### src/rtl/sad_min_sel_if.sv
// sad_min_sel_if: bundle between a SAD source and the candidate selector.
// The source (master) drives start/sad/sad_vld; the selector (slave)
// drives the result, status pulses and a debug view of its FSM state.
interface sad_min_sel_if #(
    parameter int SAD_BITS = 16,
    parameter int SR       = 4
);
    localparam int MVW = $clog2(2 * SR) + 1;

    // Handshake: no backpressure. start and sad_vld are one-cycle qualifiers
    // sampled on the rising clock edge; sad is meaningful only when sad_vld
    // is high. best_vld and cnt_err are one-cycle pulses. best_* are also
    // held until the next window completes, so a slow consumer may read
    // them later.
    logic                       start;
    logic [SAD_BITS-1:0]        sad;
    logic                       sad_vld;
    logic                       busy;
    logic [SAD_BITS-1:0]        best_sad;
    logic signed [MVW-1:0]      best_mvx;
    logic signed [MVW-1:0]      best_mvy;
    logic                       best_vld;
    logic                       cnt_err;
    logic                       dbg_state;   // 0 = IDLE, 1 = SCAN

    modport master (
        output start, sad, sad_vld,
        input  busy, best_sad, best_mvx, best_mvy, best_vld, cnt_err, dbg_state
    );

    modport slave (
        input  start, sad, sad_vld,
        output busy, best_sad, best_mvx, best_mvy, best_vld, cnt_err, dbg_state
    );
endinterface

### src/rtl/sad_min_sel.sv
// sad_min_sel: tracks the minimum SAD over one 2*SR x 2*SR search window
// (raster order) and reports the winning raw SAD and its motion vector.
// Optional feature macro: SAD_MIN_BIAS_EN -- when defined, the zero MV
// candidate gets a saturating ZMV_BIAS credit before comparison.
module sad_min_sel #(
    parameter int SAD_BITS = 16,
    parameter int SR       = 4,
    parameter int ZMV_BIAS = 64
) (
    input  logic         clk,
    input  logic         rst,
    sad_min_sel_if.slave bus
);
    localparam int CW  = $clog2(2 * SR);
    localparam int MVW = CW + 1;
    localparam logic [CW-1:0] LAST = CW'(2 * SR - 1);

    typedef enum logic {
        IDLE = 1'b0,
        SCAN = 1'b1
    } state_t;

    state_t              r_state;
    logic                r_busy;
    logic [CW-1:0]       r_col;
    logic [CW-1:0]       r_row;
    logic [CW-1:0]       r_best_col;
    logic [CW-1:0]       r_best_row;
    logic [SAD_BITS-1:0] r_min_eff;
    logic [SAD_BITS-1:0] r_min_raw;
    logic [SAD_BITS-1:0] r_best_sad;
    logic [MVW-1:0]      r_best_mvx;
    logic [MVW-1:0]      r_best_mvy;
    logic                r_best_vld;
    logic                r_cnt_err;

    logic                w_accept;
    logic [CW-1:0]       w_col;
    logic [CW-1:0]       w_row;
    logic [SAD_BITS-1:0] w_base_eff;
    logic [SAD_BITS-1:0] w_base_raw;
    logic [CW-1:0]       w_base_bcol;
    logic [CW-1:0]       w_base_brow;
    logic [SAD_BITS-1:0] w_eff;
    logic                w_take;
    logic [SAD_BITS-1:0] w_new_eff;
    logic [SAD_BITS-1:0] w_new_raw;
    logic [CW-1:0]       w_new_bcol;
    logic [CW-1:0]       w_new_brow;
    logic                w_last;
    logic [MVW-1:0]      w_mvx;
    logic [MVW-1:0]      w_mvy;

`ifdef SAD_MIN_BIAS_EN
    localparam int CTR_I = SR;
    localparam logic [CW-1:0]       CTR  = CW'(CTR_I);
    localparam logic [SAD_BITS-1:0] BIAS = SAD_BITS'(ZMV_BIAS);
    logic w_is_zmv;

    // Saturating credit for the zero motion vector candidate only.
    always_comb begin
        w_is_zmv = (w_col == CTR) && (w_row == CTR);
        w_eff    = bus.sad;
        if (w_is_zmv) begin
            w_eff = (bus.sad > BIAS) ? (bus.sad - BIAS) : '0;
        end
    end
`else
    // Without the bias every candidate competes on its raw SAD.
    always_comb begin
        w_eff = bus.sad;
    end
`endif

    // Candidate position and running best, as seen by this cycle's sad;
    // a same-cycle start makes this sad candidate 0 of a fresh window.
    always_comb begin
        w_accept    = bus.sad_vld && (bus.start || (r_state == SCAN));
        w_col       = bus.start ? '0 : r_col;
        w_row       = bus.start ? '0 : r_row;
        w_base_eff  = bus.start ? '1 : r_min_eff;
        w_base_raw  = bus.start ? '1 : r_min_raw;
        w_base_bcol = bus.start ? '0 : r_best_col;
        w_base_brow = bus.start ? '0 : r_best_row;
        // Strictly-less keeps the earliest candidate on ties.
        w_take      = (w_eff < w_base_eff);
        w_new_eff   = w_take ? w_eff   : w_base_eff;
        w_new_raw   = w_take ? bus.sad : w_base_raw;
        w_new_bcol  = w_take ? w_col   : w_base_bcol;
        w_new_brow  = w_take ? w_row   : w_base_brow;
        w_last      = (w_col == LAST) && (w_row == LAST);
        // Column/row index minus SR gives the signed MV component.
        w_mvx       = {1'b0, w_new_bcol} - MVW'(SR);
        w_mvy       = {1'b0, w_new_brow} - MVW'(SR);
    end

    // FSM, candidate counters, running minimum and registered outputs.
    always_ff @(posedge clk or posedge rst) begin
        if (rst) begin
            r_state    <= IDLE;
            r_busy     <= 1'b0;
            r_col      <= '0;
            r_row      <= '0;
            r_best_col <= '0;
            r_best_row <= '0;
            r_min_eff  <= '1;
            r_min_raw  <= '1;
            r_best_sad <= '0;
            r_best_mvx <= '0;
            r_best_mvy <= '0;
            r_best_vld <= 1'b0;
            r_cnt_err  <= 1'b0;
        end else begin
            r_best_vld <= 1'b0;
            r_cnt_err  <= bus.sad_vld && !bus.start && (r_state == IDLE);
            if (bus.start) begin
                // Open (or reopen) a window; any partial window is dropped.
                r_state    <= SCAN;
                r_busy     <= 1'b1;
                r_col      <= '0;
                r_row      <= '0;
                r_min_eff  <= '1;
                r_min_raw  <= '1;
                r_best_col <= '0;
                r_best_row <= '0;
            end
            if (w_accept) begin
                r_min_eff  <= w_new_eff;
                r_min_raw  <= w_new_raw;
                r_best_col <= w_new_bcol;
                r_best_row <= w_new_brow;
                if (w_col == LAST) begin
                    r_col <= '0;
                    r_row <= w_row + 1'b1;
                end else begin
                    r_col <= w_col + 1'b1;
                    r_row <= w_row;
                end
                if (w_last) begin
                    r_best_sad <= w_new_raw;
                    r_best_mvx <= w_mvx;
                    r_best_mvy <= w_mvy;
                    r_best_vld <= 1'b1;
                    r_state    <= IDLE;
                    r_busy     <= 1'b0;
                end
            end
        end
    end

    assign bus.busy      = r_busy;
    assign bus.best_sad  = r_best_sad;
    assign bus.best_mvx  = r_best_mvx;
    assign bus.best_mvy  = r_best_mvy;
    assign bus.best_vld  = r_best_vld;
    assign bus.cnt_err   = r_cnt_err;
    assign bus.dbg_state = (r_state == SCAN);
endmodule

### src/flat_wrapper.sv
// flat-port wrapper written by rule: the top's interface ports become plain ports
module sad_min_sel_flat 
#(
    parameter int SAD_BITS = 16,
    parameter int SR       = 4,
    parameter int ZMV_BIAS = 64
)
  (clk, rst, bus_start, bus_sad, bus_sad_vld, bus_busy, bus_best_sad, bus_best_mvx, bus_best_mvy, bus_best_vld, bus_cnt_err, bus_dbg_state);
  sad_min_sel_if #(.SAD_BITS(SAD_BITS), .SR(SR)) bus_i ();
  input  logic clk;
  input  logic rst;
  input wire logic [$bits(bus_i.start)-1:0] bus_start;
  input wire logic [$bits(bus_i.sad)-1:0] bus_sad;
  input wire logic [$bits(bus_i.sad_vld)-1:0] bus_sad_vld;
  output wire logic [$bits(bus_i.busy)-1:0] bus_busy;
  output wire logic [$bits(bus_i.best_sad)-1:0] bus_best_sad;
  output wire logic [$bits(bus_i.best_mvx)-1:0] bus_best_mvx;
  output wire logic [$bits(bus_i.best_mvy)-1:0] bus_best_mvy;
  output wire logic [$bits(bus_i.best_vld)-1:0] bus_best_vld;
  output wire logic [$bits(bus_i.cnt_err)-1:0] bus_cnt_err;
  output wire logic [$bits(bus_i.dbg_state)-1:0] bus_dbg_state;
  assign bus_i.start = bus_start;
  assign bus_i.sad = bus_sad;
  assign bus_i.sad_vld = bus_sad_vld;
  assign bus_busy = bus_i.busy;
  assign bus_best_sad = bus_i.best_sad;
  assign bus_best_mvx = bus_i.best_mvx;
  assign bus_best_mvy = bus_i.best_mvy;
  assign bus_best_vld = bus_i.best_vld;
  assign bus_cnt_err = bus_i.cnt_err;
  assign bus_dbg_state = bus_i.dbg_state;
  sad_min_sel #(.SAD_BITS(SAD_BITS), .SR(SR), .ZMV_BIAS(ZMV_BIAS)) u_core (.clk(clk), .rst(rst), .bus(bus_i));
endmodule
### config.mk
export PLATFORM = sky130hd
export DESIGN_NAME = sad_min_sel_flat
export DESIGN_NICKNAME = d
export VERILOG_FILES = /design/src/rtl/sad_min_sel_if.sv /design/src/rtl/sad_min_sel.sv /design/src/flat_wrapper.sv
export SDC_FILE = /design/constraint.sdc
export NUM_CORES = 1
export LEC_CHECK = 0
export CAP_MARGIN = 0
export CORE_MARGIN = 10
export CORE_UTILIZATION = 54
export DETAILED_ROUTE_END_ITERATION = 12
export GPL_TIMING_DRIVEN = 1
export PLACE_DENSITY = 0.87
export SLEW_MARGIN = 30
export SYNTH_ARGS = -nofsm -noshare
export SYNTH_HDL_FRONTEND = slang
export SYNTH_SLANG_ARGS = --single-unit
### constraint.sdc
create_clock -name clk -period 2.62 [get_ports clk]
set_input_delay 0.524 -clock clk [delete_from_list [all_inputs] [get_ports clk]]
set_output_delay 0.524 -clock clk [all_outputs]
set_load 0.05 [all_outputs]
==> summary.txt <==
Outcome
  • Result of the run: finished, final reports clean

STA
  • Final setup TNS: 0 ns
  • Hold Fails Final Rpt: 0
  • Final slew viol count: 0
  • Final worst-path setup slack: 0.130 ns
  • Final-layout worst hold slack: ~0.42 ns
  • Setup-failing EPs final: 0
  • Worst clock skew on the final layout: 0.0108 ns
  • Final critical-path share of the clock period: ~95%
  • Upper clock frequency limit: roughly 400 MHz
  • Unrepaired setup endpoints after global routing: no
  • Final period demand of the worst path: 2.49 ns
  • Worst Max-Slew Pin Slew: 0.510 ns
  • Worst slew margin relative to its limit: between 60% and 70%

Worst setup path
  • Worst setup slack for register-to-register paths: 0.21 ns
  • Critical Path Start Type: primary input
  • Critical Path End Type: register
  • Critical Setup Path Class: in -> reg
  • Stages on worst setup path: 8
  • Arrival time at the worst endpoint: approximately 2.7 ns
  • Top fanout value on the critical path: 9
  • Top delay family on crit path: compound AO/OA/AOI/OAI gates
  • CP Buf/Inv Count: 2
  • Capture point of the worst reg-to-reg path: u_core.bus.best_mvy[2]$_DFFE_PP0P_
  • Critical register-to-register path startpoint: u_core.r_min_eff[6]$_DFF_PP1_
  • Max incr delay on CP: 0.45 ns
  • Data required time of the critical path: around 2.9 ns
  • Cell Chain, Critical Path: clkdlybuf4s50_1 -> ha_1 -> and3_4 -> a221oi_2 -> o21a_2 -> nand4_1 -> buf_4 -> o221a_2
  • Worst r2r path cells: 8
  • Slowest CP cell: clkdlybuf4s50_1

Synthesis
  • Top-area cell type share of the netlist area: 27.8%
  • Share of flip-flops with an asynchronous set or reset: 100%
  • Top flip-flop cell by instance count after synthesis: dfrtp_1
  • Total nets after synthesis: roughly 350
  • Share of the yosys chip area belonging to registers: 52.3%
  • Synth area leaders: dfrtp_1 (28%), dfstp_2 (25%), mux2i_1 (10%)
  • Netlist Area Pre-Place: 3420 µm²
  • Top cell type by total area after synthesis: dfrtp_1
  • Synth cell types: 41
  • Count of flip-flops with a built-in enable after synthesis: 0
  • Post-synthesis register bit count: 70
  • Yosys warnings: 0
  • Mean post-synth cell area: 11.0 µm²
  • Number of standard cells after synthesis: 310

Clock tree
  • Clock sink count: 70
  • Hold bufs inserted after CTS: 0
  • Clock transition at the registers of the reported paths: 0.08 ns
  • Clock latency at the later pin of the worst-skew pair: 0.35 ns
  • Clock buffers created by TritonCTS: 9
  • H-tree Lvls: 3
  • Clock tree from TritonCTS: yes
  • Clock buffer depth: 2
  • Clock root cell: clkbuf_8

Global route
  • Global-route wire length before repair: 13.9 mm
  • Antenna violations before repair: 0
  • Grt total ovfl: 0
  • Total global routing track utilization: 17.1%
  • Maximum number of pins on one net before global-route repair: 40
  • Vias in the first global route: 2,770

Min path
  • Classification of the worst-slack hold path: in -> async

Finish
  • Layout overhead on the synthesized area: 31.3%
  • Share of post-route cells with drive strength above 1: 26.0%
  • Final-stage net count: 438
  • Number of antenna cells inserted: 0
  • Cell area after layout: approximately 4500 µm²
  • Final core occ: 74.6%
  • Fin cells: 479

Routing
  • Initial detailed-routing violation count: between 100 and 150
  • Detailed-route wire length per cell: 17.0 µm
  • Post-Route WL: 8.13 mm
  • Average via count per standard cell: 5.49
  • Detailed-route DRC error count: 0
  • Total via count in the routed design: 2,631
  • Pre-Repair DR Iteration Count: 4
  • Antenna-violating nets left: 0

Pwr
  • Design Power: 2.36 mW
  • Leakage component of the power: 2.20 nW
  • Power per unit of standard cell area: 525 nW/µm²
  • Peak ir drop on the vdd network: 543 µV

Flow run
  • Number of max-capacitance violations reported: 0

Place
  • Area of placed instances: 4300 µm²
  • Half-perimeter wire length of the detailed placement result: 5.89 mm
  • Cell count after placement: 462
  • Worst slack after detailed placement: -0.641 ns
  • Number of buffers added on ports: 47
  • Final weighted congestion of routability-driven global placement: roughly 0.85

Floorplanning
  • Number of rows created at floorplan: 28
  • Height of the die: approximately 100 µm
  • Standard cell core area: 6030 µm²
  • Die width: 99.6 µm
  • Starting density of the core: 56.8%
  • Die area: around 10000 µm²
  • IO Pins: 48
[synth_stat cells (all sizes together), types with 6 or more instances]
cell type / number
dfrtp: 38
nor2: 37
mux2i: 35
dfstp: 32
nand2: 25
inv: 24
ha: 19
o221ai: 19
nand2b: 12
buf: 11
a21oi: 7
clkbuf: 7
nor2b: 6
[registers in the layout, indices dropped and copies added, names as in the netlist, 3 cells and up]
name and flops:
u_core.bus.best_sad 16, u_core.r_min_eff 16, u_core.r_min_raw 16, u_core.bus.best_mvx 3, u_core.bus.best_mvy 3, u_core.r_best_col 3, u_core.r_best_row 3, u_core.r_col 3
u_core.r_row 3
[final cells by class]
type	count	area (µm²)
sequential	70	1790
fill	388	1530
multi-input combinational	198	1440
timing repair buffer	96	896
clock buffer	15	176
tap	75	93.8
inverter	24	90.1
clock inverter	1	5.00
[layer usage]
layer / up-vias / global-route usage (%) / wire (µm)
met2: 56 / 25.8 / 3850
met4: 0 / 5.29 / 105
met1: 1304 / 22.5 / 3770
met5: - / 0 / 0
met3: 12 / 6.02 / 410
li1: 1259 / - / -
[worst register-to-register path: stages, from the launching register on]
cell,delay (ns)
dfstp_2,0.53
nor2_2,0.05
ha_1,0.32
and3_4,0.20
a221oi_2,0.32
o21a_2,0.19
nand4_1,0.19
buf_4,0.25
o221a_2,0.27
[cell usage in the layout (no fill, tap or decap), types with 4 or more instances in the layout]
master,Yosys,layout
ha_1,19,19
buf_4,4,44
clkbuf_8,0,12
o21ai_0,4,4
a21oi_1,7,7
dfrtp_1,38,38
nand2b_1,12,12
dfstp_2,32,32
inv_1,23,22
nand4_1,4,4
nor2_1,37,36
mux2i_1,35,35
clkdlybuf4s50_1,0,46
buf_12,0,5
nor2b_1,6,6
nand2_1,25,25
o221ai_1,19,19
[worst max path at each step]
stage	from	endpoint	slack, ns
2_1_floorplan	bus_start	u_core.r_best_col[2]$_DFF_PP0_	0.003
3_3_place_gp	bus_start	u_core.bus.best_mvy[2]$_DFFE_PP0P_	-0.55
3_5_place_dp	bus_start	u_core.bus.best_mvy[2]$_DFFE_PP0P_	-0.64
4_1_cts	bus_start	u_core.bus.best_sad[2]$_DFFE_PP0P_	0.01
5_1_grt	bus_sad[6]	u_core.bus.best_sad[1]$_DFFE_PP0P_	0.03
6_report	bus_sad[6]	u_core.bus.best_mvy[2]$_DFFE_PP0P_	0.13
[logic make-up after synthesis]
family	Yosys count	synth area share, %
simple gates	93	12.6
flops	70	52.3
compound gates	48	11.1
buf+inv	42	5.81
mux	38	11.2
fa+ha+maj	19	6.94
[where the power goes]
part           total (mW)  switching (mW)  internal (mW)
Sequential           1.20          0.0197           1.18
Clock               0.822           0.401          0.422
Combinational       0.336           0.170          0.166
Total                2.36           0.590           1.77
[repair_timing]
action	4_1_cts	5_1_grt
gates resized for setup	2	3
setup endpoints to repair	60	60
setup buffers	0	1
pin swaps	0	1
cloned	0	0
endpoints found under the hold margin	0	0
Power figures use the tool's default switching activity.
